## src/rtl/mem_arbiter.sv

```systemverilog
// rtl/mem_arbiter.sv - single-port memory arbiter for fetch and load/store with starvation guard and watchdog
module mem_arbiter #(
  parameter int STARVE_LIMIT = 4,
  parameter int TIMEOUT      = 255
) (
  input  logic        clk,
  input  logic        rst_n,
  input  logic        if_req_i,
  input  logic [31:0] if_addr_i,
  output logic [31:0] if_rdata_o,
  output logic        if_done_o,
  input  logic        d_req_i,
  input  logic        d_we_i,
  input  logic [31:0] d_addr_i,
  input  logic [31:0] d_wdata_i,
  input  logic [3:0]  d_be_i,
  output logic [31:0] d_rdata_o,
  output logic        d_done_o,
  output logic        err_o,
  output logic        fetch_stall_o,
  output logic        mem_req_o,
  output logic        mem_we_o,
  output logic [31:0] mem_addr_o,
  output logic [31:0] mem_wdata_o,
  output logic [3:0]  mem_be_o,
  input  logic        mem_ack_i,
  input  logic [31:0] mem_rdata_i
);

  typedef enum logic [1:0] {
    IDLE    = 2'd0,
    IF_BUSY = 2'd1,
    D_BUSY  = 2'd2
  } state_t;

  localparam logic [3:0] STREAK_MAX = 4'(STARVE_LIMIT);
  localparam logic [7:0] WDOG_MAX   = 8'(TIMEOUT);
  localparam bit         WDOG_EN    = (TIMEOUT != 0);

  state_t      state;
  state_t      state_nxt;
  logic [3:0]  streak;
  logic [7:0]  wcnt;
  logic        if_elig;
  logic        d_elig;
  logic        grant_if;
  logic        grant_d;
  logic        busy;
  logic        ack_hit;
  logic        timeout_hit;
  logic        finish;

  // A requester whose done is high this cycle still shows its old req; mask it.
  assign if_elig = if_req_i & ~if_done_o;
  assign d_elig  = d_req_i  & ~d_done_o;

  assign busy        = (state != IDLE);
  assign ack_hit     = busy & mem_ack_i;
  assign timeout_hit = WDOG_EN & busy & ~mem_ack_i & (wcnt == WDOG_MAX);
  assign finish      = ack_hit | timeout_hit;

  assign mem_req_o     = busy;
  assign fetch_stall_o = if_req_i & ~if_done_o;

  always_comb begin
    state_nxt = state;
    grant_if  = 1'b0;
    grant_d   = 1'b0;
    case (state)
      IDLE: begin
        // Data wins unless fetch has waited through STARVE_LIMIT data grants.
        if (d_elig && !(if_elig && (streak == STREAK_MAX))) begin
          grant_d   = 1'b1;
          state_nxt = D_BUSY;
        end else if (if_elig) begin
          grant_if  = 1'b1;
          state_nxt = IF_BUSY;
        end
      end
      IF_BUSY, D_BUSY: begin
        if (finish) begin
          state_nxt = IDLE;
        end
      end
      default: state_nxt = IDLE;
    endcase
  end

  always_ff @(posedge clk or negedge rst_n) begin
    if (!rst_n) begin
      state <= IDLE;
    end else begin
      state <= state_nxt;
    end
  end

  always_ff @(posedge clk or negedge rst_n) begin
    if (!rst_n) begin
      streak <= 4'd0;
    end else if (grant_if) begin
      streak <= 4'd0;
    end else if (grant_d && if_elig && (streak != STREAK_MAX)) begin
      streak <= streak + 4'd1;
    end
  end

  // Saturating so a disabled watchdog never wraps back into a false match.
  always_ff @(posedge clk or negedge rst_n) begin
    if (!rst_n) begin
      wcnt <= 8'd0;
    end else if (grant_if || grant_d) begin
      wcnt <= 8'd0;
    end else if (busy && !mem_ack_i && !timeout_hit && (wcnt != 8'hFF)) begin
      wcnt <= wcnt + 8'd1;
    end
  end

  always_ff @(posedge clk or negedge rst_n) begin
    if (!rst_n) begin
      mem_we_o    <= 1'b0;
      mem_addr_o  <= 32'd0;
      mem_wdata_o <= 32'd0;
      mem_be_o    <= 4'd0;
    end else if (grant_d) begin
      mem_we_o    <= d_we_i;
      mem_addr_o  <= d_addr_i;
      mem_wdata_o <= d_wdata_i;
      mem_be_o    <= d_be_i;
    end else if (grant_if) begin
      mem_we_o    <= 1'b0;
      mem_addr_o  <= if_addr_i;
      mem_wdata_o <= 32'd0;
      mem_be_o    <= 4'hF;
    end
  end

  always_ff @(posedge clk or negedge rst_n) begin
    if (!rst_n) begin
      if_rdata_o <= 32'd0;
      d_rdata_o  <= 32'd0;
      if_done_o  <= 1'b0;
      d_done_o   <= 1'b0;
      err_o      <= 1'b0;
    end else begin
      if_done_o <= (state == IF_BUSY) && finish;
      d_done_o  <= (state == D_BUSY)  && finish;
      err_o     <= timeout_hit;
      if (state == IF_BUSY) begin
        if (ack_hit) begin
          if_rdata_o <= mem_rdata_i;
        end else if (timeout_hit) begin
          if_rdata_o <= 32'd0;
        end
      end
      if (state == D_BUSY) begin
        if (ack_hit) begin
          d_rdata_o <= mem_rdata_i;
        end else if (timeout_hit) begin
          d_rdata_o <= 32'd0;
        end
      end
    end
  end

endmodule

```

## config.mk

```make
export PLATFORM = sky130hd
export DESIGN_NAME = mem_arbiter
export DESIGN_NICKNAME = d
export VERILOG_FILES = /design/src/rtl/mem_arbiter.sv
export SDC_FILE = /design/constraint.sdc
export NUM_CORES = 1
export LEC_CHECK = 0
export BUFFER_PORTS_ARGS = -buffer_cell sky130_fd_sc_hd__buf_4
export CAP_MARGIN = 25
export CORE_MARGIN = 1.5
export CORE_UTILIZATION = 42
export CTS_BUF_LIST = sky130_fd_sc_hd__clkbuf_16
export CTS_CLUSTER_SIZE = 28
export DETAILED_ROUTE_END_ITERATION = 10
export GPL_TIMING_DRIVEN = 0
export PLACE_DENSITY_LB_ADDON = 0.1
export SYNTH_ARGS = -nofsm -noshare
export SYNTH_HDL_FRONTEND = slang
export SYNTH_SLANG_ARGS = --single-unit
```

## constraint.sdc

```tcl
create_clock -name clk -period 1.75 [get_ports clk]
set_input_delay 0.35 -clock clk [delete_from_list [all_inputs] [get_ports clk]]
set_output_delay 0.35 -clock clk [all_outputs]
set_load 0.03 [all_outputs]
```

Yosys cells after proc, flatten, opt, wreduce, memory -nomap -nowiden
Index checks and enable logic that the tools add are counted.

Register bits: 150. Bits of input ports: 138. Output and inout bits: 138. Logic and storage cells: 77.

Add/sub/neg operators: 2. Equality and inequality tests: 8. Muxes and demuxes: 23. Bitwise operators: 9. Reductions and logical operators: 23.

Operators by type and width (number): 32-bit two-way mux (6); 4-bit two-way mux (4); 8-bit two-way mux (2); 2-bit nonzero test (5); 1-bit logical AND (9); 8-bit by 1-bit adder with 8-bit output (second input constant) (1); 8-bit equality test (second input constant) (1); 8-bit inequality test (second input constant) (1); 1-bit two-way mux (7); 2-bit two-way mux (3); 2-bit AND reduction (3); 1-bit AND (5); 4-bit by 1-bit adder with 4-bit output (second input constant) (1); 4-bit by 3-bit equality test with 1-bit output (second input constant) (1); 4-bit by 3-bit inequality test with 1-bit output (second input constant) (1); 2-bit case mux with 2 select lines (1); 1-bit zero test (3); 3-bit inequality test (second input constant) (1); 1-bit NOT (3); 2-bit by 1-bit equality test with 1-bit output (second input constant) (1); 2-bit equality test (second input constant) (1); 2-bit zero test (1); 2-bit inequality test (second input constant) (1); 2-bit OR reduction (1); 2 further kinds (2).

Logic depth before layout (Yosys ltp)
Depth after elaboration: 11. Gate-level depth with buffers: 8. Mapped depth without buffers: 6.

Worst setup path after synthesis
No wires, ideal clock.

Path type: reg-to-reg. Start point: reg state[0]. End point: reg d_rdata_o[10]. Library setup time: 0.066 ns. Arrival time: 1.851 ns. Data required time: 1.684 ns. Slack: -0.168 ns. Cell stages (with the launch flop): 9. Buffers on the path: 3. Clock period less this slack: 1.918 ns. Cell sequence: dfrtp_1 -> inv_1 -> ha_1 -> buf_2 -> inv_1 -> and3_1 -> clkbuf_1 -> clkbuf_1 -> a22o_1.

Longest elaborated chain between the ends: 5. Elaborated cells on any way between the ends: 8. Those cells by class: eq/ne (1); mux (1); bitwise (3); reduce/logical (3).

Ends and longest elaborated chain: from (decl) (RTL line 40) `state_t state;`; from (signal assigned) (RTL line 93) `state <= state_nxt;`; 2-bit nonzero test (*) (RTL line 57) `assign busy = (state != IDLE);`; named net mem_req_o (RTL line 21) `output logic mem_req_o,`; 1-bit AND (2 in series) (RTL line 59) `assign timeout_hit = WDOG_EN & busy & ~mem_ack_i & (wcnt == WDOG_MAX);`; 2-bit nonzero test (no source line); 2-bit AND reduction (no source line); to (signal assigned) (RTL line 157) `d_rdata_o <= mem_rdata_i;`; to (decl) (RTL line 17) `output logic [31:0] d_rdata_o,`.

Mark *: on every way through the listed nets, which the timed path passes. The rest lies on a longest branch. A chain may end at the register's enable or synchronous reset.

Worst setup path after layout
Start point: reg wcnt[1]. End point: reg if_rdata_o[10].

Longest elaborated chain between the ends: 4.

Ends and longest elaborated chain: from (decl) (RTL line 43) `logic [7:0] wcnt;`; from (signal assigned) (RTL line 114) `wcnt <= wcnt + 8'd1;`; 8-bit equality test (RTL line 59); 1-bit AND (RTL line 59); 2-bit nonzero test (no source line); 2-bit AND reduction (no source line); to (signal assigned) (RTL line 150) `if_rdata_o <= mem_rdata_i;`; to (decl) (RTL line 10) `output logic [31:0] if_rdata_o,`.

No other way between the ends.

==> metrics.yaml <==
synth:
  ys_types: 40
  syn_area_um2: 6010
  ys_seq_area_share_pct: 62.4
  synth_fa_ha_area_share_pct: 1.25
  synthFlopType: "dfrtp_1"
  synth_top_cells_by_count: "dfrtp_1, a22o_1, nor2_1"
  ys.warnings.count: 0
  synthXorXnorAreaFrac_pct: 0.291
  synthCells: 465
  synth_area_leader_cell: "dfrtp_1"
  synth_top_area_share_pct: 62.4
  ys_seq_elements: 150
  synth_top_family_by_area: "compound AO/OA/AOI/OAI gates"
  ys_async_sr_fraction_pct: 100
  yosysMostFrequentCell: "dfrtp_1"
  synthMuxAreaShare_pct: 5.50
  synth_fp_nets: 609
  avgSynthCellArea_um2: 12.9
  synth_simple_gate_area_share_pct: 5.58
  synth_compound_area_share_pct: 20.6
  yosys-top-cells-area: "dfrtp_1, a22o_1, mux2i_1"
  synth_edf_count: 0
detailed_routing:
  vias_per_cell: 5.30
  detail-route-antenna-nets: 0
  vias: 5241
  wl_per_cell_um: 17.7
  first_iter_violations: 228
  drt-total-wl_um: 17500
  drcViolationCount: 0
  drt_pre_antenna_iters: 4
run_status:
  violations: "negative setup slack"
  status: "complete, but fails checks"
min_path:
  hold_end: "mem_wdata_o[26]$_DFFE_PN0P_"
  hp-class: "in -> reg"
  min_path_cells: 2
  min_from: "d_wdata_i[26]"
placed_design:
  dp_hpwl_um: 11900
  place.gp.congestion: 0.799
  dp_cells: 921
  port_buffers: 275
  pre_cts_ws_ns: -0.473
sta:
  fmax_ghz: 0.537
  worst_pin_slew_ns: 0.668
  drv_slew: 0
  min_period_over_period_pct: 106
  setup_viol: 60
  hold_viol_final: 0
  min_period_ns: 1.86
  slew_headroom_pct: 55.4
  fin_ws_ns: -0.113
  holdWs_ns: 0.156
  fin_skew_ns: 0.00723
  rsz0062_at_grt: "yes"
power_and_ir_drop:
  ir_drop_v: 0.00110
  power.total_mw: 19.8
  p_leak_nw: 4.85
  powerDensity_nw_per_um2: 2030
floorplanning:
  fp.dieH_um: 123
  rows: 43
  ioPinCount: 276
  start_util_pct: 43.1
  dieArea_um2: 15000
  core_area_um2: 13900
  fp.dieW_um: 123
setup_path:
  slowest_delay_ns: 0.39
  worst_ep_required_time_ns: 2.05
  r2r_setup_slack_ns: -0.11
  path_cells: "ha_2 -> and3_4 -> a41oi_4 -> or3b_1 -> buf_6 -> buf_8 -> a22o_1"
  start_kind: "flip-flop"
  reg2reg_from: "wcnt[1]$_DFFE_PN0P_"
  crit_type: "reg -> reg"
  critPathBufInv: 2
  r2r-end: "if_rdata_o[10]$_DFFE_PN0P_"
  cp_slowest_cell: "or3b_1"
  r2r_cells: 7
  cp.arrival_ns: 2.17
  crit_family: "simple AND/OR/NAND/NOR gates"
  path_max_fanout: 10
  endpoint_kind: "flip-flop"
grt:
  grt_pass1_vias: 5225
  antenna_found_initial: 0
  grt_use_total_pct: 22.0
  grt_max_degree: 80
  grt_overflow: 0
  grt_first_pass_wirelength_um: 25600
clock_tree:
  insertion_delay_ns: 0.42
  clkTransAtPathRegs_ns: 0.06
  numCtsBuffers: 17
  htreeDepth: 4
  tritoncts: "built"
  cts.sinks: 150
  clockRootBuffer: "clkbuf_16"
  clk_path_buf_depth: 2
run:
  cap_violations: 0
final_layout:
  area_growth_pct: 61.7
  drive_above_1_share_pct: 51.8
  nNetsFinal: 941
  layoutNonFillerInstCount: 989
  insertedDiodeCount: 0
-- cells by family after synthesis --
| group | after synthesis |
|---|---|
| AO/OA/AOI/OAI | 159 |
| XOR/XNOR | 2 |
| adder cells (fa/ha/maj) | 6 |
| buffers and inverters | 43 |
| flip-flops | 150 |
| multiplexers | 33 |
| AND/OR/NAND/NOR | 72 |
-- power by group --
group / internal (mW) / switching (mW)
combinational: 4.65 / 5.72
clock: 2.05 / 1.35
sequential: 5.01 / 0.998
total: 11.7 / 8.07
-- metal layers --
layer / vias up / routed length (µm) / track usage [%]
met5: - / 0 / 0
met4: 0 / 363 / 8.58
met3: 26 / 1190 / 6.88
met2: 211 / 8980 / 37.2
met1: 2610 / 6940 / 26.4
li1: 2394 / - / -
-- timing repair --
item | in CTS | in global routing
hold buffers | 1 | 0
endpoints found under the hold margin | 71 | 0
cloned | 0 | 6
setup endpoints to repair | 140 | 136
buffers inserted | 16 | 14
gates resized for setup | 32 | 96
pin swaps | 6 | 24
-- flip-flops by register name, summed over array words and instances (netlist names) --
name / flops
mem_we_o: 1
mem_wdata_o: 32
mem_be_o: 4
d_done_o: 1
streak: 4
mem_addr_o: 32
if_rdata_o: 32
if_done_o: 1
state: 2
wcnt: 8
d_rdata_o: 32
err_o: 1
-- stage by stage --
stage	area (µm²)	utilization, %	setup TNS (ns)
floorplan	6050	-	-3.94
global placement	8340	59.9	-75.42
detailed placement	8380	60.1	-33.49
CTS	9160	65.7	-5.67
global route	9720	69.8	-13.38
finish	9720	69.8	-5.31
-- worst register-to-register path, cell delays in order, from the launching register on --
cell and delay [ns]:
dfrtp_1 0.36, ha_2 0.18, and3_4 0.19, a41oi_4 0.10, or3b_1 0.39, buf_6 0.16, buf_8 0.14, a22o_1 0.22
-- area by class of cell --
class                   count  area (µm²)
plain buffers              34         387
clock buffers              17         425
clock inverters            14         120
fillers                  1033        4210
inverters                   9        37.5
multi-input cells         272        2280
flip-flops and latches    150        3750
well taps                 180         225
repair buffers            313        2490
-- worst max-delay path by stage --
| stage | from | endpoint | cells after the start |
|---|---|---|---|
| 2_1_floorplan | if_done_o$_DFF_PN0_ | mem_addr_o[12]$_DFFE_PN0P_ | 5 |
| 3_3_place_gp | streak[0]$_DFFE_PN0P_ | mem_addr_o[26]$_DFFE_PN0P_ | 7 |
| 3_5_place_dp | streak[0]$_DFFE_PN0P_ | mem_addr_o[28]$_DFFE_PN0P_ | 7 |
| 4_1_cts | wcnt[0]$_DFFE_PN0P_ | if_rdata_o[29]$_DFFE_PN0P_ | 7 |
| 5_1_grt | wcnt[1]$_DFFE_PN0P_ | if_rdata_o[29]$_DFFE_PN0P_ | 7 |
| 6_report | wcnt[1]$_DFFE_PN0P_ | if_rdata_o[10]$_DFFE_PN0P_ | 7 |
-- cells in the final DEF, fill, tap and decap left out, types with 5 or more instances in the layout --
cell type / instances
buf_4: 295
a22o_1: 97
buf_12: 5
nor2_1: 30
buf_6: 18
o21ai_0: 5
buf_8: 11
nand3_1: 6
inv_1: 6
a21oi_2: 11
nor2_4: 10
clkbuf_16: 20
mux2i_1: 26
dfrtp_1: 150
a21oi_1: 23
No activity file was read; power rests on OpenSTA's default activity.
